$ cat src/rtl/booth_mult_seq.sv
// Sequential radix-2 Booth multiplier: WIDTH iterations, start/ready handshake, signed overflow flag.
// Optional macro MULT_HI_WORD_EN adds the result_hi port (upper WIDTH bits of the product).
module booth_mult_seq #(
    parameter int unsigned WIDTH = 32,
    parameter int unsigned CNT_W = 6
) (
    input  logic             clock,
    input  logic             reset_n,
    input  logic             start,
    input  logic [WIDTH-1:0] multiplicand,
    input  logic [WIDTH-1:0] multiplier,
    output logic [WIDTH-1:0] result,
`ifdef MULT_HI_WORD_EN
    output logic [WIDTH-1:0] result_hi,
`endif
    output logic             result_rdy,
    output logic             exception,
    output logic             busy
);

    localparam int unsigned NSLICE = WIDTH / 8;
    localparam logic [CNT_W-1:0] LAST_CNT = CNT_W'(WIDTH - 1);

    typedef enum logic [1:0] {
        S_IDLE,
        S_RUN,
        S_DONE
    } state_t;

    state_t           r_state;
    state_t           w_state_nxt;
    logic [WIDTH:0]   r_m;
    logic [WIDTH:0]   r_a;
    logic [WIDTH-1:0] r_q;
    logic             r_qm1;
    logic [CNT_W-1:0] r_cnt;
    logic [WIDTH-1:0] r_result;
    logic             r_rdy;
    logic             r_exc;
`ifdef MULT_HI_WORD_EN
    logic [WIDTH-1:0] r_hi;
`endif

    logic             w_sub;
    logic             w_add_en;
    logic             w_last;
    logic             w_exc;
    logic [WIDTH:0]   w_addend;
    logic [WIDTH:0]   w_sum;
    logic [NSLICE:0]  w_carry;
    logic [WIDTH:0]   w_a_upd;
    logic [WIDTH:0]   w_a_sh;
    logic [WIDTH-1:0] w_q_sh;

    // Booth pair {Q[0],q_m1}: 10 subtracts (~M + 1), 01 adds, 00/11 hold.
    assign w_sub    = r_q[0] & ~r_qm1;
    assign w_add_en = r_q[0] ^ r_qm1;
    assign w_addend = w_sub ? ~r_m : r_m;
    assign w_carry[0] = w_sub;

    for (genvar g = 0; g < NSLICE; g++) begin : g_slice
        assign {w_carry[g+1], w_sum[g*8 +: 8]} =
            {1'b0, r_a[g*8 +: 8]} + {1'b0, w_addend[g*8 +: 8]} + {8'b0, w_carry[g]};
    end

    assign w_sum[WIDTH] = r_a[WIDTH] ^ w_addend[WIDTH] ^ w_carry[NSLICE];

    assign w_a_upd = w_add_en ? w_sum : r_a;
    assign w_a_sh  = {w_a_upd[WIDTH], w_a_upd[WIDTH:1]};
    assign w_q_sh  = {w_a_upd[0], r_q[WIDTH-1:1]};
    assign w_last  = (r_cnt == LAST_CNT);
    // Product fits only if every bit of A is a copy of the result's sign bit.
    assign w_exc   = (w_a_sh != {(WIDTH+1){w_q_sh[WIDTH-1]}});

    always_ff @(posedge clock or negedge reset_n) begin
        if (!reset_n) begin
            r_state <= S_IDLE;
        end else begin
            r_state <= w_state_nxt;
        end
    end

    always_comb begin
        w_state_nxt = r_state;
        if (start) begin
            w_state_nxt = S_RUN;
        end else begin
            case (r_state)
                S_RUN:   if (w_last) w_state_nxt = S_DONE;
                default: w_state_nxt = r_state;
            endcase
        end
    end

    always_ff @(posedge clock or negedge reset_n) begin
        if (!reset_n) begin
            r_m      <= '0;
            r_a      <= '0;
            r_q      <= '0;
            r_qm1    <= 1'b0;
            r_cnt    <= '0;
            r_result <= '0;
            r_rdy    <= 1'b0;
            r_exc    <= 1'b0;
`ifdef MULT_HI_WORD_EN
            r_hi     <= '0;
`endif
        end else if (start) begin
            r_a   <= '0;
            r_q   <= multiplier;
            r_qm1 <= 1'b0;
            r_m   <= {multiplicand[WIDTH-1], multiplicand};
            r_cnt <= '0;
            r_rdy <= 1'b0;
            r_exc <= 1'b0;
        end else begin
            r_rdy <= 1'b0;
            if (r_state == S_RUN) begin
                r_a   <= w_a_sh;
                r_q   <= w_q_sh;
                r_qm1 <= r_q[0];
                r_cnt <= r_cnt + CNT_W'(1);
                if (w_last) begin
                    r_result <= w_q_sh;
                    r_exc    <= w_exc;
                    r_rdy    <= 1'b1;
`ifdef MULT_HI_WORD_EN
                    r_hi     <= w_a_sh[WIDTH-1:0];
`endif
                end
            end
        end
    end

    assign result     = r_result;
    assign result_rdy = r_rdy;
    assign exception  = r_exc;
    assign busy       = (r_state == S_RUN);
`ifdef MULT_HI_WORD_EN
    assign result_hi  = r_hi;
`endif

endmodule

$ cat config.mk
export PLATFORM = sky130hd
export DESIGN_NAME = booth_mult_seq
export DESIGN_NICKNAME = d
export VERILOG_FILES = /design/src/rtl/booth_mult_seq.sv
export SDC_FILE = /design/constraint.sdc
export NUM_CORES = 1
export LEC_CHECK = 0
export BUFFER_PORTS_ARGS = -buffer_cell sky130_fd_sc_hd__buf_2
export CAP_MARGIN = 40
export CELL_PAD_IN_SITES_DETAIL_PLACEMENT = 2
export CELL_PAD_IN_SITES_GLOBAL_PLACEMENT = 2
export CORE_UTILIZATION = 41
export CTS_CLUSTER_DIAMETER = 100
export DETAILED_ROUTE_END_ITERATION = 12
export PLACE_DENSITY = 0.9
export SYNTH_ARGS = -nofsm -noshare
export SYNTH_HDL_FRONTEND = slang
export SYNTH_SLANG_ARGS = --single-unit
$ cat constraint.sdc
create_clock -name clock -period 20.3 [get_ports clock]
set_input_delay 1.015 -clock clock [delete_from_list [all_inputs] [get_ports clock]]
set_output_delay 1.015 -clock clock [all_outputs]
set_load 0.05 [all_outputs]
# Word level (Yosys, flattened, before mapping)

Cells that the tools add are included.

Bitwise gates (word level): 7
Divide/modulo/power cells: 0
Order comparisons: 0
Muxes and demuxes: 19
Multipliers: 0
Shift-type cells: 0
$add $sub $neg: 9
Equal/unequal tests: 3
Reduce and logical (&&, ||, !) cells: 4

Operators by type and width:

| cell                                                                  | number |
|---|---|
| 33-bit two-way mux                                                    | 4 |
| 32-bit two-way mux                                                    | 2 |
| 8-bit by 8-bit adder with 9-bit output                                | 4 |
| 9-bit by 1-bit adder with 9-bit output                                | 4 |
| 33-bit != test                                                        | 1 |
| 33-bit inverter                                                       | 1 |
| 6-bit two-way mux                                                     | 2 |
| 1-bit two-way mux                                                     | 8 |
| 6-bit by 1-bit adder with 6-bit output, second input constant         | 1 |
| 6-bit by 5-bit equality test with 1-bit output, second input constant | 1 |
| 2-bit two-way mux                                                     | 3 |
| 2-bit nonzero test                                                    | 2 |
| 3-bit AND reduction                                                   | 1 |
| 1-bit bitwise XOR                                                     | 3 |
| 2-bit by 1-bit equality test with 1-bit output, second input constant | 1 |
| 1-bit inverter                                                        | 2 |
| 2-bit AND reduction                                                   | 1 |
| 1-bit AND                                                             | 1 |

Input port bits: 67
ROM bits: 0
Bits in writable memories: 0
Memories: 0
Output and inout port bits: 35
Logic and storage cells: 51
Flip-flop bits (word level): 140
Latch bits: 0

# Longest topological paths before layout

Gate-level depths: netlist of the first run.

Depth in word-level cells: 14
Mapped depth: 40
Depth with buffers taken out: 38

# Least setup slack after synthesis of the first run

OpenSTA, ideal clock, no wires.

Path kind: register to register
Start: register r_qm1
End: register r_exc (netlist: exception)
Cell stages (with the launch flop): 40
Setup slack: 11774 ps
Arrival: 8391 ps
Required time: 20165 ps
Path through: dfrtp_1 -> inv_1 -> ha_1 -> clkbuf_1 -> buf_1 -> xor2_1 -> fa_1 -> a211oi_2 -> o21bai_1 -> a21oi_1 -> nor2b_1 -> o21ai_0 -> nand2b_1 -> fa_1 -> fa_1 -> a211oi_1 -> o21ai_0 -> a21oi_1 -> [4 not listed] -> fa_1 -> a211oi_1 -> nor2_1 -> or2_2 -> a21oi_1 -> nor2b_1 -> o21ai_0 -> nand2b_1 -> fa_1 -> fa_1 -> a211oi_1 -> o21bai_1 -> a211o_1 -> a31oi_1 -> nor2b_1 -> nand4b_1 -> a2111oi_2 -> o22ai_1

Cells in the longest elaborated chain, start to end: 14

Ends and longest elaborated chain:

| element                                             | line | text |
|---|---|---|
| start: declaration                                  | 35   | `logic r_qm1;` |
| start signal: assignment                            | 121  | `r_qm1 <= r_q[0];` |
| 1-bit inverter                                      | 56   | `assign w_sub = r_q[0] & ~r_qm1;` |
| 1-bit AND                                           | 56   |  |
| 33-bit two-way mux                                  | 58   | `assign w_addend = w_sub ? ~r_m : r_m;` |
| 8-bit by 8-bit adder with 9-bit output              | 63   | `{1'b0, r_a[g*8 +: 8]} + {1'b0, w_addend[g*8 +: 8]} + {8'b0, w_carry[g]};` |
| 9-bit by 1-bit adder with 9-bit output (4 in a row) | 63   |  |
| 1-bit bitwise XOR                                   | 66   | `assign w_sum[WIDTH] = r_a[WIDTH] ^ w_addend[WIDTH] ^ w_carry[NSLICE];` |
| 33-bit two-way mux *                                | 68   | `assign w_a_upd = w_add_en ? w_sum : r_a;` |
| 33-bit != test *                                    | 73   | `assign w_exc = (w_a_sh != {(WIDTH+1){w_q_sh[WIDTH-1]}});` |
| 1-bit two-way mux *                                 | 123  | `if (w_last) begin` |
| 1-bit two-way mux *                                 | 118  | `if (r_state == S_RUN) begin` |
| 1-bit two-way mux *                                 | 108  | `end else if (start) begin` |
| end signal: assignment                              | 125  | `r_exc <= w_exc;` |
| end: declaration                                    | 39   | `logic r_exc;` |

Every way passes the cells marked *; elsewhere a longest branch is shown, timed or not. The select of a mux whose other input is x is not followed.
A chain may end at the register's enable or synchronous reset.

# Worst setup path after layout of the first run

Start: register r_q[0]
End: register r_exc (netlist: exception)

Cells in the longest elaborated chain, start to end: 13

Ends and longest elaborated chain:

| element                                             | line | text |
|---|---|---|
| start: declaration                                  | 34   | `logic [WIDTH-1:0] r_q;` |
| start signal: assignment                            | 110  | `r_q <= multiplier;` |
| start signal: assignment                            | 120  | `r_q <= w_q_sh;` |
| 1-bit AND                                           | 56   |  |
| 33-bit two-way mux                                  | 58   |  |
| 8-bit by 8-bit adder with 9-bit output              | 63   |  |
| 9-bit by 1-bit adder with 9-bit output (4 in a row) | 63   |  |
| 1-bit bitwise XOR                                   | 66   |  |
| 33-bit two-way mux *                                | 68   |  |
| 33-bit != test *                                    | 73   |  |
| 1-bit two-way mux *                                 | 123  |  |
| 1-bit two-way mux *                                 | 118  |  |
| 1-bit two-way mux *                                 | 108  |  |

Marks and branches as above.

==> metrics.log, run 1 <==
[metrics] port bufs: 101
[metrics] largest net degree at the start of global routing: between 70 and 80
[metrics] hold_buf cts: 0
[metrics] count of final setup violators: 0
[metrics] post-route design area: 0.009149 mm2
[metrics] Reg2Reg Setup Slack: around 11000 ps
[metrics] Met3 Routed Length: about 1 mm
[metrics] multi-input gate area in the final layout: between 0.004 and 0.005 mm2
[metrics] standard cell with the maximum stage delay on the critical path: fa_1
[metrics] relative slew slack: 0.4109
[metrics] met1 wire length: a little under 10 mm
[metrics] post-synthesis mux area share: 0.1495
[metrics] die outline height: 140.2 um
[metrics] clock tree root driver cell: clkbuf_16
[metrics] area growth from synthesis to layout: 16.77%
[metrics] Sequential Area: 0.003478 mm2
[metrics] antenna-violating nets left: 0
[metrics] unique cell type count in the Yosys netlist: 59
[metrics] Chip Width: about 140 um
[metrics] drt via density: a little under 6
[metrics] Starting Density: 0.4189
[metrics] Filler cells: 1922
[metrics] global-route wire length before repair: 39.79 mm
[metrics] area of the mapped netlist: 0.007835 mm2
[metrics] ant diodes: 0
[metrics] net switching power of the design: 0.4332 mW
[metrics] count of boundary I/O pins: 102
[metrics] floorplan core area: 0.01871 mm2
[metrics] startpoint type of the worst setup path: flop
[metrics] Post-route DRC: 0
[metrics] classification of the worst setup path: reg -> reg
[metrics] count of maximum capacitance violations: 0
[metrics] row count: 50
[metrics] layout cell share with drive strength beyond 1: 0.2598
[metrics] Logic pwr share: 0.385
[metrics] number of enable flip-flop cells after synthesis: 0
[metrics] unrepaired setup endpoints after global routing: false
[metrics] run status: finished, final reports clean
[metrics] area of the die: 0.01967 mm2
[metrics] slew at the pin with the worst max-slew slack: approximately 880 ps
[metrics] flops & latches, synth: 139
[metrics] number of warnings issued by yosys: 0
[metrics] power density relative to cell area: approximately 120 mW/mm2
[metrics] Critical Path Max Stage Delay: 510 ps
[metrics] 1st-pass router iterations: 4
[metrics] Switching Share: 0.3961
[metrics] highest metal layer with signal wires: met4
[metrics] Post-Synth Simple-Gate Area: 0.1246
[metrics] Post-CTS Resized: 0
[metrics] minimum setup slack after placement: 10830 ps
[metrics] last weighted congestion value of the routability-driven placer: 0.8419
[metrics] nature of the critical path endpoint: flop
[metrics] endpoint required time on the critical path: 20610 ps
[metrics] post-detailed-placement half-perimeter wirelength: 15.31 mm
[metrics] routed len/inst: 22.50 um
[metrics] number of sinks on the clock net: ~140
[metrics] average cell area after synthesis: 10.56 um2
[metrics] insertion delay of the later-clocked pin in the worst-skew pair: 440 ps
[metrics] via count of the routed design: 6282
[metrics] count of buffers added by post-CTS timing repair for setup: 0
[metrics] Post-Synthesis Net Count: between 800 and 900
[metrics] share of the cycle needed by the critical path after routing: 0.4775
[metrics] final hold violation count: 0
[metrics] Worst Setup Slack, final: 10610 ps
[metrics] portion of total power attributed to the clock network: 0.294
[metrics] most prevalent standard cell on the critical path: fa_1
[metrics] wire length on met2: 12.81 mm
[metrics] parity-gate share of the synthesized area counting xor and xnor cells: 0.05142
[metrics] worst clock skew: 11.99 ps
[metrics] Max Slew Vio Count: 0
[metrics] total leakage power: 4.340 nW
[metrics] Mapped Cells: 742
[metrics] number of antenna violations at the first check in global routing: 0
[metrics] critical path peak fanout: 32
[metrics] total congestion overflow after global routing: 0
[metrics] Total Negative Setup Slacks: 0 ps
[metrics] final standard cell count with taps included and fillers excluded: 1073
[metrics] number of instances in the placed design: 1041
[metrics] number of levels the H-tree was split into: 4
[metrics] total length of routed wires: 24.14 mm
[metrics] area leader, netlist: dfrtp_1
[metrics] minimum clock period: 9692 ps
[metrics] first-iteration detailed-routing DRC count: around 190
[metrics] Sequential Power Share: 0.322
[metrics] Nets: 930
[metrics] area share of the largest cell type after synthesis: 0.4439
[metrics] Top FF cell, synth: dfrtp_1
[metrics] share of synthesized area occupied by flip-flops and latches: 0.4439
[metrics] deepest clock path buffer count: 2
[metrics] GRT Total Usage: 0.2622
[metrics] CTS tree: done
[metrics] vias in the first global route: approximately 7300
[metrics] combinational family with the most area after synthesis: multiplexers
[metrics] post-placement cell area: 0.008546 mm2
[metrics] fraction of synthesis flops using an asynchronous set or reset pin: 1.000
[metrics] complex-gate fraction of the synthesized area: 0.1378
[metrics] synthesized-area fraction occupied by adder cells: 0.06579
[metrics] clock slew at the register clock pins of the worst setup and hold paths: 70 ps
[metrics] number of buffers inserted during clock tree synthesis: 17
[metrics] cell types occupying the most area after synthesis: dfrtp_1, mux2_2, mux2i_1, ha_1, xor2_1
[metrics] class of the worst hold path: reg -> reg
[metrics] Peak Freq: 0.1032 GHz
[metrics] maximum vdd ir drop: 0.06782 mV
[metrics] P_int: between 0.6 and 0.7 mW
[metrics] data arrival time of the critical path: 10010 ps
[logic make-up after synthesis]
logic type,after synthesis
flops,139
mux,109
compound gates,160
fa+ha+maj,37
buf+inv,50
simple gates,201
xor+xnor,46
[area by class of cell]
class / instances / share of cell area
clock inverters: 15 / 0.01942
multi-input cells: 553 / 0.4545
clock buffers: 17 / 0.04650
well taps: 234 / 0.03200
repair buffers: 109 / 0.06496
flip-flops and latches: 139 / 0.3802
inverters: 6 / 0.002462
[registers in the layout, indices dropped and copies added, names as in the netlist]
| register | cells |
|---|---|
| result | 32 |
| r_cnt | 6 |
| r_q | 32 |
| r_a | 32 |
| result_rdy | 1 |
| r_state | 2 |
| r_qm1 | 1 |
| exception | 1 |
| r_m | 32 |
[Yosys cell counts (10+ instances only)]
library cell,n
dfrtp_1,139
mux2_2,64
nor2_1,61
nand2_1,57
o21ai_0,47
mux2i_1,45
xor2_1,39
a211oi_1,31
ha_1,30
clkbuf_1,28
nor3_1,21
a21oi_1,19
a21o_1,14
buf_2,10
[metrics by stage]
stage / util / total power [mW] / hold WS [ps]
2_1_floorplan: - / 0.6440 / 470.7
3_3_place_gp: 0.4554 / 0.7232 / 487.5
3_5_place_dp: 0.4569 / 0.7594 / 491.7
5_1_grt: 0.4891 / 1.156 / 528.6
4_1_cts: 0.4891 / 1.104 / 511.6
6_report: 0.4891 / 1.094 / 512.2
[power by group through the flow]
stage               sequential, mW  clock (mW)  combinational [mW]
floorplan                    0.344           0               0.300
global placement             0.352           0               0.372
detailed placement           0.355           0               0.404
CTS                          0.352       0.328               0.423
global route                 0.357       0.337               0.461
finish                       0.352       0.321               0.421
[critical path, delay by kind of cell, from the launching register on]
family	cells	cell delay, ps
AND/OR/NAND/NOR	11	1270
flip-flops	1	410
buffers and inverters	2	420
adder cells (fa/ha/maj)	8	3410
AO/OA/AOI/OAI	16	3620
multiplexers	1	370
[placed cells by master, fill, tap and decap left out, drive strengths merged, types with 30 or more instances in the layout]
cell,netlist,routed
nor2,61,61
a211oi,32,32
dfrtp,139,139
o21ai,54,54
ha,30,30
buf,16,109
nand2,57,57
mux2,64,64
xor2,39,39
mux2i,45,45
[routing by layer]
layer  vias to the layer above  track usage
li1                       2857            -
met1                      3234       0.2922
met2                       139       0.4766
met3                        52      0.06120
met4                         0       0.1128
met5                         -            0
[path summary, 6_finish.rpt]
check / from / to / depth (start not counted)
min in group asynchronous: reset_n / r_m[28] / 1
max: r_q[0] / exception / 38
max in group asynchronous: reset_n / result[11] / 2
min: result[21] / result[21] / 1
max reg2reg: r_q[0] / exception / 38
min reg2reg: result[21] / result[21] / 1
Power figures use the tool's default switching activity.
==> run 2, diff against run 1 <==
--- a/config.mk
+++ b/config.mk
@@ -9,10 +9,10 @@
 export CAP_MARGIN = 40
 export CELL_PAD_IN_SITES_DETAIL_PLACEMENT = 2
 export CELL_PAD_IN_SITES_GLOBAL_PLACEMENT = 2
-export CORE_UTILIZATION = 41
+export CORE_UTILIZATION = 34
 export CTS_CLUSTER_DIAMETER = 100
 export DETAILED_ROUTE_END_ITERATION = 12
-export PLACE_DENSITY = 0.9
+export PLACE_DENSITY = 0.8
 export SYNTH_ARGS = -nofsm -noshare
 export SYNTH_HDL_FRONTEND = slang
 export SYNTH_SLANG_ARGS = --single-unit
==> constraint.sdc (replaced) <==
create_clock -name clock -period 8.2 [get_ports clock]
set_input_delay 0.41 -clock clock [delete_from_list [all_inputs] [get_ports clock]]
set_output_delay 0.41 -clock clock [all_outputs]
set_load 0.05 [all_outputs]
==> metrics.log, run 2 (same netlist as run 1, synthesis figures left out) <==
[metrics] Max Slew Vio Count: 0 (unchanged)
[metrics] count of final setup violators: 0 (unchanged)
[metrics] class of the worst hold path: in -> async (was reg -> reg)
[metrics] standard cell with the maximum stage delay on the critical path: dfrtp_1 (was fa_1)
[metrics] Starting Density: 0.3461 (was 0.4189)
[metrics] minimum clock period: 8085 ps (was 9692 ps)
[metrics] Total Negative Setup Slacks: 0 ps (unchanged)
[metrics] global-route wire length before repair: 37.03 mm (was 39.79 mm)
[metrics] port bufs: 101 (unchanged)
[metrics] startpoint type of the worst setup path: flop (unchanged)
[metrics] power density relative to cell area: 293.3 mW/mm2 (was 119.6 mW/mm2)
[metrics] area growth from synthesis to layout: 21.75% (was 16.77%)
[metrics] origin of the critical flop-to-flop path: r_q[0] (unchanged)
[metrics] Peak Freq: 0.1237 GHz (was 0.1032 GHz)
[metrics] highest-count cells in the layout ignoring fill and taps: dfrtp_1, buf_2, mux2_2 (unchanged)
[metrics] clock tree root driver cell: clkbuf_16 (unchanged)
[metrics] worst clock skew: 11.21 ps (was 11.99 ps)
[metrics] critical path peak fanout: 5 (was 32)
[metrics] maximum vdd ir drop: 0.1347 mV (was 0.06782 mV)
[metrics] antenna-violating nets left: 0 (unchanged)
[metrics] 1st-pass router iterations: 4 (unchanged)
[metrics] share of the cycle needed by the critical path after routing: 0.9860 (was 0.4775)
[metrics] layout cell share with drive strength beyond 1: 0.3096 (was 0.2598)
[metrics] relative slew slack: 0.4130 (was 0.4109)
[metrics] Post-route DRC: 0 (unchanged)
[metrics] vias in the first global route: 6942 (was 7331)
[metrics] first-iteration detailed-routing DRC count: 199 (was 185)
[metrics] largest net degree at the start of global routing: 82 (was 75)
[metrics] number of levels the H-tree was split into: 4 (unchanged)
[metrics] floorplan core area: 0.02264 mm2 (was 0.01871 mm2)
[metrics] final-layout worst hold slack: 34.20 ps (was 512.2 ps)
[metrics] total congestion overflow after global routing: 0 (unchanged)
[metrics] die outline height: 153.8 um (was 140.2 um)
[metrics] routed len/inst: 19.48 um (was 22.50 um)
[metrics] count of maximum capacitance violations: 0 (unchanged)
[metrics] drt via density: 5.372 (was 5.855)
[metrics] Critical Path Max Stage Delay: 420 ps (was 510 ps)
[metrics] insertion delay of the later-clocked pin in the worst-skew pair: 440 ps (about the same)
[metrics] ant diodes: 0 (unchanged)
[metrics] clock slew at the register clock pins of the worst setup and hold paths: 70 ps (about the same)
[metrics] most frequent standard cell in the layout excluding fill and tap cells: dfrtp_1 (unchanged)
[metrics] via count of the routed design: 6215 (was 6282)
[metrics] Chip Width: 153.8 um (was 140.2 um)
[metrics] count of boundary I/O pins: 102 (unchanged)
[metrics] classification of the worst setup path: reg -> reg (unchanged)
[metrics] deepest clock path buffer count: 2 (unchanged)
[metrics] Filler cells: 2403 (was 1922)
[metrics] last weighted congestion value of the routability-driven placer: 0.8025 (was 0.8419)
[metrics] slew at the pin with the worst max-slew slack: 880.5 ps (was 883.6 ps)
[metrics] data arrival time of the critical path: 8400 ps (was 10010 ps)
[metrics] total leakage power: 4.501 nW (was 4.340 nW)
[metrics] number of buffers inserted during clock tree synthesis: 17 (unchanged)
[metrics] total length of routed wires: 22.54 mm (was 24.14 mm)
[metrics] nature of the critical path endpoint: flop (unchanged)
[metrics] number of antenna violations at the first check in global routing: 1 (was 0)
[metrics] unrepaired setup endpoints after global routing: true (was false)
[metrics] post-detailed-placement half-perimeter wirelength: 15.00 mm (was 15.31 mm)
[metrics] GRT Total Usage: 0.1993 (was 0.2622)
[metrics] number of sinks on the clock net: 139 (unchanged)
[metrics] row count: 55 (was 50)
[metrics] final hold violation count: 0 (unchanged)
[metrics] area of the die: 0.02366 mm2 (was 0.01967 mm2)
[metrics] Nets: 963 (was 930)
[metrics] CTS tree: done (unchanged)
[metrics] number of instances in the placed design: 1119 (was 1041)
[metrics] run status: finished, final reports clean (unchanged)
[metrics] endpoint required time on the critical path: 8510 ps (was 20610 ps)
[metrics] hold_buf cts: 0 (unchanged)
[metrics] most prevalent standard cell on the critical path: fa_2 (was fa_1)
[metrics] total design power: 2.798 mW (was 1.094 mW)
[metrics] final standard cell count with taps included and fillers excluded: 1157 (was 1073)
[metrics] CP Launch Point: r_q[0] (unchanged)
## run 2: timing repair
item                       CTS  global route
gates resized for setup     20             8
setup buffers                5             1
cloned                       0             0
setup endpoints to repair    5             4
pin swaps                   11            11
## run 2: cell type report
| cell class | instances | area, um2 | share of cell area |
|---|---|---|---|
| clock buffer | 18 | 429.2 | 0.04499 |
| timing repair buffer | 142 | 834.6 | 0.08749 |
| sequential | 139 | 3478 | 0.3646 |
| multi-input combinational | 553 | 4274 | 0.4481 |
| inverter | 6 | 22.52 | 0.002361 |
| tap | 285 | 356.6 | 0.03738 |
| clock inverter | 14 | 143.9 | 0.01508 |
## run 2: through the flow
stage	utilization	instance area (um2)	setup slack (ps)
final	0.4213	9539	114.8
after global routing	0.4213	9539	-282.9
after CTS	0.4193	9493	-156.7
after detailed placement	0.3891	8810	-658.4
after global placement	0.3882	8790	-62.61
after floorplan	-	7844	18.82
## run 2: per-layer routing
layer / wire length (um) / track usage
met1: 9736 / 0.2370
met5: 13 / 0
met2: 11430 / 0.3506
met3: 1056 / 0.05552
met4: 311 / 0.05524
## run 2: critical path, delay by kind of cell (launching register included)
family | cells | cell delay (ps)
AND/OR/NAND/NOR | 10 | 1240
XOR/XNOR | 1 | 170
flip-flops | 1 | 420
AO/OA/AOI/OAI | 17 | 3190
adder cells (fa/ha/maj) | 8 | 2790
buffers and inverters | 1 | 160
## run 2: power by group
group	switching, mW	internal, mW	total [mW]	leakage [nW]
registers	0.0931	0.776	0.869	1.78
logic	0.644	0.519	1.16	2.44
clock network	0.359	0.407	0.766	0.281
total	1.10	1.70	2.80	4.50
## run 2: final timing paths
check,to,slack [ps],cells past startpoint
setup / recovery,exception,110,37
hold / removal,r_a[28],30,1
setup reg to reg,exception,110,37
hold reg to reg,result[7],500,1
max in group asynchronous,r_a[11],6870,2
min in group clock,r_q[11],170,3
